## src/rtl/mac_pkg.sv

```systemverilog
// Shared widths, datapath types and FSM state encoding for the product accumulator.
package mac_pkg;

    localparam int WIDTH       = 8;
    localparam int ACC_WIDTH   = 24;
    localparam int COUNT_WIDTH = 8;

    typedef logic [2*WIDTH-1:0]     product_t;
    typedef logic [ACC_WIDTH-1:0]   acc_t;
    typedef logic [COUNT_WIDTH-1:0] count_t;

    typedef enum logic [1:0] {
        IDLE  = 2'd0,
        ACCUM = 2'd1,
        HOLD  = 2'd2
    } state_e;

endpackage

```

## src/rtl/mac_if.sv

```systemverilog
// Product stream in, group result out; slave is the accumulator, master its environment.
interface mac_if
    import mac_pkg::*;
#(
    parameter int Width      = WIDTH,
    parameter int AccWidth   = ACC_WIDTH,
    parameter int CountWidth = COUNT_WIDTH
);

    logic [2*Width-1:0]    product_i;
    logic                  valid_i;
    logic                  last_i;
    logic                  ready_o;
    logic [AccWidth-1:0]   sum_o;
    logic [CountWidth-1:0] count_o;
    logic                  overflow_o;
    logic                  sum_valid_o;
    logic                  sum_ready_i;

    modport slave (
        input  product_i, valid_i, last_i, sum_ready_i,
        output ready_o, sum_o, count_o, overflow_o, sum_valid_o
    );

    modport master (
        output product_i, valid_i, last_i, sum_ready_i,
        input  ready_o, sum_o, count_o, overflow_o, sum_valid_o
    );

endinterface

```

## src/rtl/mac_sat_adder.sv

```systemverilog
// Accumulator adder with carry-out; MAC_SATURATE_EN selects clamping instead of wrapping.
module mac_sat_adder
    import mac_pkg::*;
#(
    parameter int PWidth   = 2*WIDTH,
    parameter int AccWidth = ACC_WIDTH
) (
    input  logic [AccWidth-1:0] acc_i,
    input  logic [PWidth-1:0]   product_i,
    output logic [AccWidth-1:0] sum_o,
    output logic                carry_o
);

    logic [AccWidth:0] raw_s;

    assign raw_s   = {1'b0, acc_i} + (AccWidth+1)'(product_i);
    assign carry_o = raw_s[AccWidth];

`ifdef MAC_SATURATE_EN
    // Once clamped, any non-zero product carries again, so the clamp persists for the group.
    assign sum_o = carry_o ? {AccWidth{1'b1}} : raw_s[AccWidth-1:0];
`else
    assign sum_o = raw_s[AccWidth-1:0];
`endif

endmodule

```

## src/rtl/mac_accumulator.sv

```systemverilog
// Accumulates a last_i-delimited group of products and presents sum, beat count and overflow.
// Optional build macro MAC_SATURATE_EN makes the accumulator clamp instead of wrap.
module mac_accumulator
    import mac_pkg::*;
#(
    parameter int Width      = WIDTH,
    parameter int AccWidth   = ACC_WIDTH,
    parameter int CountWidth = COUNT_WIDTH
) (
    input  logic  clk_i,
    input  logic  rst_ni,
    mac_if.slave  bus
);

    localparam logic [1:0] ST_IDLE  = IDLE;
    localparam logic [1:0] ST_ACCUM = ACCUM;
    localparam logic [1:0] ST_HOLD  = HOLD;

    if (AccWidth < 2*Width) begin : g_width_check
        $error("mac_accumulator: AccWidth must be at least 2*Width");
    end

    logic [1:0]            state_q, state_d;
    logic [AccWidth-1:0]   acc_q, acc_d;
    logic [CountWidth-1:0] cnt_q, cnt_d;
    logic                  ovf_q, ovf_d;
    logic [AccWidth-1:0]   sum_q, sum_d;
    logic [CountWidth-1:0] count_q, count_d;
    logic                  overflow_q, overflow_d;
    logic                  sum_valid_q, sum_valid_d;

    logic                  ready_s;
    logic                  beat_s;
    logic [AccWidth-1:0]   add_sum_s;
    logic                  add_carry_s;
    logic [CountWidth-1:0] cnt_inc_s;

    mac_sat_adder #(
        .PWidth   (2*Width),
        .AccWidth (AccWidth)
    ) u_adder (
        .acc_i     (acc_q),
        .product_i (bus.product_i),
        .sum_o     (add_sum_s),
        .carry_o   (add_carry_s)
    );

    assign ready_s   = (state_q != ST_HOLD);
    assign beat_s    = bus.valid_i & ready_s;
    assign cnt_inc_s = (cnt_q == {CountWidth{1'b1}}) ? cnt_q : cnt_q + CountWidth'(1'b1);

    // Next-state, accumulator and result register update.
    always_comb begin
        state_d     = state_q;
        acc_d       = acc_q;
        cnt_d       = cnt_q;
        ovf_d       = ovf_q;
        sum_d       = sum_q;
        count_d     = count_q;
        overflow_d  = overflow_q;
        sum_valid_d = sum_valid_q;
        case (state_q)
            ST_IDLE, ST_ACCUM: begin
                if (beat_s) begin
                    if (bus.last_i) begin
                        state_d     = ST_HOLD;
                        sum_d       = add_sum_s;
                        count_d     = cnt_inc_s;
                        overflow_d  = ovf_q | add_carry_s;
                        sum_valid_d = 1'b1;
                        acc_d       = '0;
                        cnt_d       = '0;
                        ovf_d       = 1'b0;
                    end else begin
                        state_d = ST_ACCUM;
                        acc_d   = add_sum_s;
                        cnt_d   = cnt_inc_s;
                        ovf_d   = ovf_q | add_carry_s;
                    end
                end else begin
                    state_d = state_q;
                end
            end
            ST_HOLD: begin
                if (bus.sum_ready_i) begin
                    state_d     = ST_IDLE;
                    sum_valid_d = 1'b0;
                end else begin
                    state_d = ST_HOLD;
                end
            end
            default: begin
                state_d     = ST_IDLE;
                acc_d       = '0;
                cnt_d       = '0;
                ovf_d       = 1'b0;
                sum_valid_d = 1'b0;
            end
        endcase
    end

    // State and output registers.
    always_ff @(posedge clk_i or negedge rst_ni) begin
        if (!rst_ni) begin
            state_q     <= ST_IDLE;
            acc_q       <= '0;
            cnt_q       <= '0;
            ovf_q       <= 1'b0;
            sum_q       <= '0;
            count_q     <= '0;
            overflow_q  <= 1'b0;
            sum_valid_q <= 1'b0;
        end else begin
            state_q     <= state_d;
            acc_q       <= acc_d;
            cnt_q       <= cnt_d;
            ovf_q       <= ovf_d;
            sum_q       <= sum_d;
            count_q     <= count_d;
            overflow_q  <= overflow_d;
            sum_valid_q <= sum_valid_d;
        end
    end

    assign bus.ready_o     = ready_s;
    assign bus.sum_o       = sum_q;
    assign bus.count_o     = count_q;
    assign bus.overflow_o  = overflow_q;
    assign bus.sum_valid_o = sum_valid_q;

endmodule

```

## src/flat_wrapper.sv

```systemverilog
// flat-port wrapper written by rule: the top's interface ports become plain ports
module mac_accumulator_flat import mac_pkg::*;
#(
    parameter int Width      = WIDTH,
    parameter int AccWidth   = ACC_WIDTH,
    parameter int CountWidth = COUNT_WIDTH
)
  (clk_i, rst_ni, bus_product_i, bus_valid_i, bus_last_i, bus_sum_ready_i, bus_ready_o, bus_sum_o, bus_count_o, bus_overflow_o, bus_sum_valid_o);
  mac_if #(.Width(Width), .AccWidth(AccWidth), .CountWidth(CountWidth)) bus_i ();
  input  logic clk_i;
  input  logic rst_ni;
  input wire logic [$bits(bus_i.product_i)-1:0] bus_product_i;
  input wire logic [$bits(bus_i.valid_i)-1:0] bus_valid_i;
  input wire logic [$bits(bus_i.last_i)-1:0] bus_last_i;
  input wire logic [$bits(bus_i.sum_ready_i)-1:0] bus_sum_ready_i;
  output wire logic [$bits(bus_i.ready_o)-1:0] bus_ready_o;
  output wire logic [$bits(bus_i.sum_o)-1:0] bus_sum_o;
  output wire logic [$bits(bus_i.count_o)-1:0] bus_count_o;
  output wire logic [$bits(bus_i.overflow_o)-1:0] bus_overflow_o;
  output wire logic [$bits(bus_i.sum_valid_o)-1:0] bus_sum_valid_o;
  assign bus_i.product_i = bus_product_i;
  assign bus_i.valid_i = bus_valid_i;
  assign bus_i.last_i = bus_last_i;
  assign bus_i.sum_ready_i = bus_sum_ready_i;
  assign bus_ready_o = bus_i.ready_o;
  assign bus_sum_o = bus_i.sum_o;
  assign bus_count_o = bus_i.count_o;
  assign bus_overflow_o = bus_i.overflow_o;
  assign bus_sum_valid_o = bus_i.sum_valid_o;
  mac_accumulator #(.Width(Width), .AccWidth(AccWidth), .CountWidth(CountWidth)) u_core (.clk_i(clk_i), .rst_ni(rst_ni), .bus(bus_i));
endmodule
```

## config.mk

```make
export PLATFORM = sky130hd
export DESIGN_NAME = mac_accumulator_flat
export DESIGN_NICKNAME = d
export VERILOG_FILES = /design/src/rtl/mac_pkg.sv /design/src/rtl/mac_if.sv /design/src/rtl/mac_sat_adder.sv /design/src/rtl/mac_accumulator.sv /design/src/flat_wrapper.sv
export SDC_FILE = /design/constraint.sdc
export NUM_CORES = 1
export LEC_CHECK = 0
export ABC_AREA = 1
export ABC_CLOCK_PERIOD_IN_PS = 1850
export BUFFER_PORTS_ARGS = -buffer_cell sky130_fd_sc_hd__buf_2
export CAP_MARGIN = 40
export CORE_MARGIN = 5
export CORE_UTILIZATION = 41
export CTS_CLUSTER_DIAMETER = 60
export DETAILED_ROUTE_END_ITERATION = 6
export GPL_ROUTABILITY_DRIVEN = 0
export GPL_TIMING_DRIVEN = 0
export HOLD_SLACK_MARGIN = 0.06
export SLEW_MARGIN = 40
export SYNTH_ARGS = -nofsm -noshare
export SYNTH_HDL_FRONTEND = slang
export SYNTH_SLANG_ARGS = --single-unit
```

## constraint.sdc

```tcl
create_clock -name clk_i -period 1.85 [get_ports clk_i]
set_input_delay 0.0925 -clock clk_i [delete_from_list [all_inputs] [get_ports clk_i]]
set_output_delay 0.0925 -clock clk_i [all_outputs]
set_load 0.005 [all_outputs]
```

==> run metrics <==
status finished, violations left; failing checks negative setup slack; area delta synth->final 26.5%; Die Y around 110 um; Avg Inst Size Synth about 7 um2; DR WL/cell between 10 and 15 um; Clock Path Buffers 2; I/O pin count between 50 and 60; setup TNS -0.199 ns; Tightest Pin Transition around 0.51 ns; Power per Cell Area ~1100 nW/um2; htree depth 3; period utilisation layout 1.03; iteration count of the initial detailed-routing pass 4; core area 9820 um2; Tot GR Track Use 0.182; # diodes 0; minimum clock period between 1.5 and 2 ns; DRC 0; relative slew slack 0.662; filler cell count in the final layout 987; sequential area share after synthesis 0.417; VDD IR max about 0.48 mV; RSZ-0062 raised after global routing yes; die extent in x ~110 um; post-synthesis simple-gate area fraction 0.354; drt via density 4.83; antenna violations before repair 0; largest family of logic cells by synthesized area simple AND/OR/NAND/NOR gates; max_cap viols 0; CP Launch Type flip-flop; DP HPWL 8160 um; clk root buf clkbuf_8; Critical Path RT about 2.2 ns; Inserted Clock Buffers 9; Initial DRC Count 213; Clk pin slew, worst setup/hold paths 0.09 ns; mapped cell area a little over 4000 um2; clk sinks 69; sw frac 0.403; final wirelength about 11000 um; Hold WC Path Type primary input to flip-flop; Final setup viols 7; WP data arrival roughly 2.2 ns; Post-layout nets ~700; count of cell types in the netlist 30; Multi-input gate area about 2400 um2; DP Area roughly 4600 um2; Final Hold Fails 0; via count a little under 4000; clock power share 0.210; latest clock arrival within the worst-skew pair approximately 0.36 ns; mux cell area share after synthesis 0; Leak Pwr around 2.8 nW; Max Slew Vio Count 0; post-synth top area cell dfrtp_1; DIE AREA between 10000 and 15000 um2; Switch Pwr between 2 and 2.5 mW; Adder-Cell Fraction of Synth Area 0.0562; complex-gate fraction of the synthesized area 0.0650; share of cells above drive strength 1 0.253; combinational share of power 0.423; sequential share of power 0.366; Ys Warns 0; Post-Synth XOR/XNOR Area 0.0296; critical path class flip-flop to flip-flop; TritonCTS clock tree built; FP Rows 36; Worst setup EP type flip-flop; Int Power around 3.3 mW; worst setup margin -0.0599 ns; share of the synthesized area in the top cell type 0.417; first-pass GRT wire length between 15000 and 20000 um; Tot Pwr 5.54 mW; pin count of the biggest net entering global routing 40; #FFs+latches synth 69; Fin Clk Skew around 0.011 ns; total gr overflow 0; top cells by area, synth dfrtp_1 (42%), nand2_1 (21%), inv_1 (6.0%); CP Max Fanout 4; PortBufs 55; number of global-route vias before repair roughly 3800; Syn Nets ~600; Initial Util 0.421; hold_ws 0.0839 ns; Reg area 1730 um2; post-synthesis cell count 578; final non-filler cell area between 5000 and 6000 um2; r2r setup slk -0.06 ns; Antenna Nets Post-Route 0; Fmax 524 MHz
[flip-flops by register name, summed over array words and instances, names as in the netlist]
| name | flops |
|---|---|
| u_core.bus.sum_valid_o | 1 |
| u_core.acc_q | 24 |
| u_core.bus.overflow_o | 1 |
| u_core.bus.sum_o | 24 |
| u_core.bus.count_o | 8 |
| u_core.cnt_q | 8 |
| u_core.state_q | 2 |
| u_core.ovf_q | 1 |
[cells in the final DEF, fill, tap and decap left out, types with 6 or more instances in the layout]
| cell type | n |
|---|---|
| dfrtp_1 | 69 |
| buf_2 | 59 |
| buf_4 | 12 |
| xnor2_1 | 6 |
| nor2_1 | 23 |
| nand3b_1 | 7 |
| a21oi_1 | 9 |
| inv_2 | 6 |
| nand2_2 | 25 |
| xor2_1 | 6 |
| o21ai_0 | 22 |
| o21ai_1 | 8 |
| nor2_2 | 7 |
| nand3_2 | 10 |
| nand4_1 | 6 |
| ha_4 | 13 |
| nand3_1 | 35 |
| clkbuf_8 | 9 |
| inv_1 | 64 |
| nand2_1 | 218 |
[per-stage QoR]
step	util	instances	setup WS, ns
floorplan	-	578	0.0489
finish	0.533	796	-0.0599
CTS	0.502	789	-0.0137
global placement	0.466	766	-0.280
global route	0.533	796	-0.124
detailed placement	0.469	767	-0.296
[critical path, stage by stage (launching register included)]
cell     delay, ns
dfrtp_1       0.36
ha_2          0.19
inv_2         0.04
fa_2          0.36
inv_2         0.10
nand3_2       0.08
nand3_2       0.09
nand2_1       0.07
nand2_2       0.11
nand2_4       0.07
nand2_4       0.10
nand2_2       0.06
nand2_2       0.10
nand3_2       0.06
nand2_1       0.08
[final timing paths]
kind                                     startpoint               endpoint  cells past startpoint
worst min register to register  u_core.bus.sum_o[7]    u_core.bus.sum_o[7]                      2
worst min-delay path                    bus_valid_i      u_core.state_q[0]                      4
worst max-delay path                u_core.acc_q[0]   u_core.bus.sum_o[20]                     14
max in group asynchronous                    rst_ni  u_core.bus.count_o[4]                      3
min in group asynchronous                    rst_ni       u_core.acc_q[12]                      2
worst max register to register      u_core.acc_q[0]   u_core.bus.sum_o[20]                     14
[final cells by class]
class / instances / share of cell area
Buffer: 11 / 0.0105
Clock buffer: 9 / 0.0237
Clock inverter: 7 / 0.0115
Inverter: 71 / 0.0509
Multi-Input combinational cell: 427 / 0.464
Sequential cell: 69 / 0.330
Tap cell: 133 / 0.0318
Timing Repair Buffer: 69 / 0.0777
[logic make-up (layout without fill, tap and decap cells)]
family | count (synthesis) | after routing
compound gates | 50 | 50
xor+xnor | 14 | 14
fa+ha+maj | 18 | 18
buf+inv | 82 | 167
flops | 69 | 69
simple gates | 345 | 345
[cell usage after synthesis]
cell type	instances
nor2_4	2
nor3_1	3
o21ai_1	5
nand3_1	45
or2_1	1
nor2_2	6
nand3_2	1
dfrtp_1	69
a21oi_1	13
nand3b_1	7
xor2_1	7
or2_2	1
a21oi_2	1
a22o_1	3
ha_1	17
fa_1	1
nand2_2	9
xnor2_1	7
inv_2	4
inv_1	66
buf_4	2
o21ai_0	25
clkbuf_1	4
clkinv_1	1
nand4_1	6
nor4_1	2
nor2_1	26
buf_2	5
o22ai_1	3
nand2_1	236
[routing by layer]
layer,GRT usage,routed length [um]
met1,0.250,5320
met2,0.293,5210
met3,0.0443,488
met4,0.0402,38
met5,0,0
[power by group through the flow]
stage | Combinational [mW] | Clock [mW] | Sequential [mW]
after floorplan | 1.29 | 0 | 2.02
after global placement | 1.90 | 0 | 2.01
after detailed placement | 1.93 | 0 | 2.02
after CTS | 2.07 | 1.21 | 2.00
after global routing | 2.63 | 1.28 | 2.07
final | 2.35 | 1.17 | 2.03
[repair_timing]
action | in CTS | in global routing
setup endpoints to repair | 21 | 35
setup buffers | 3 | 7
pin swaps | 4 | 14
gates cloned | 0 | 0
hold endpoints to repair | 70 | 0
hold buffers | 3 | 0
gates resized for setup | 19 | 51
(Power assumes the default switching activity.)
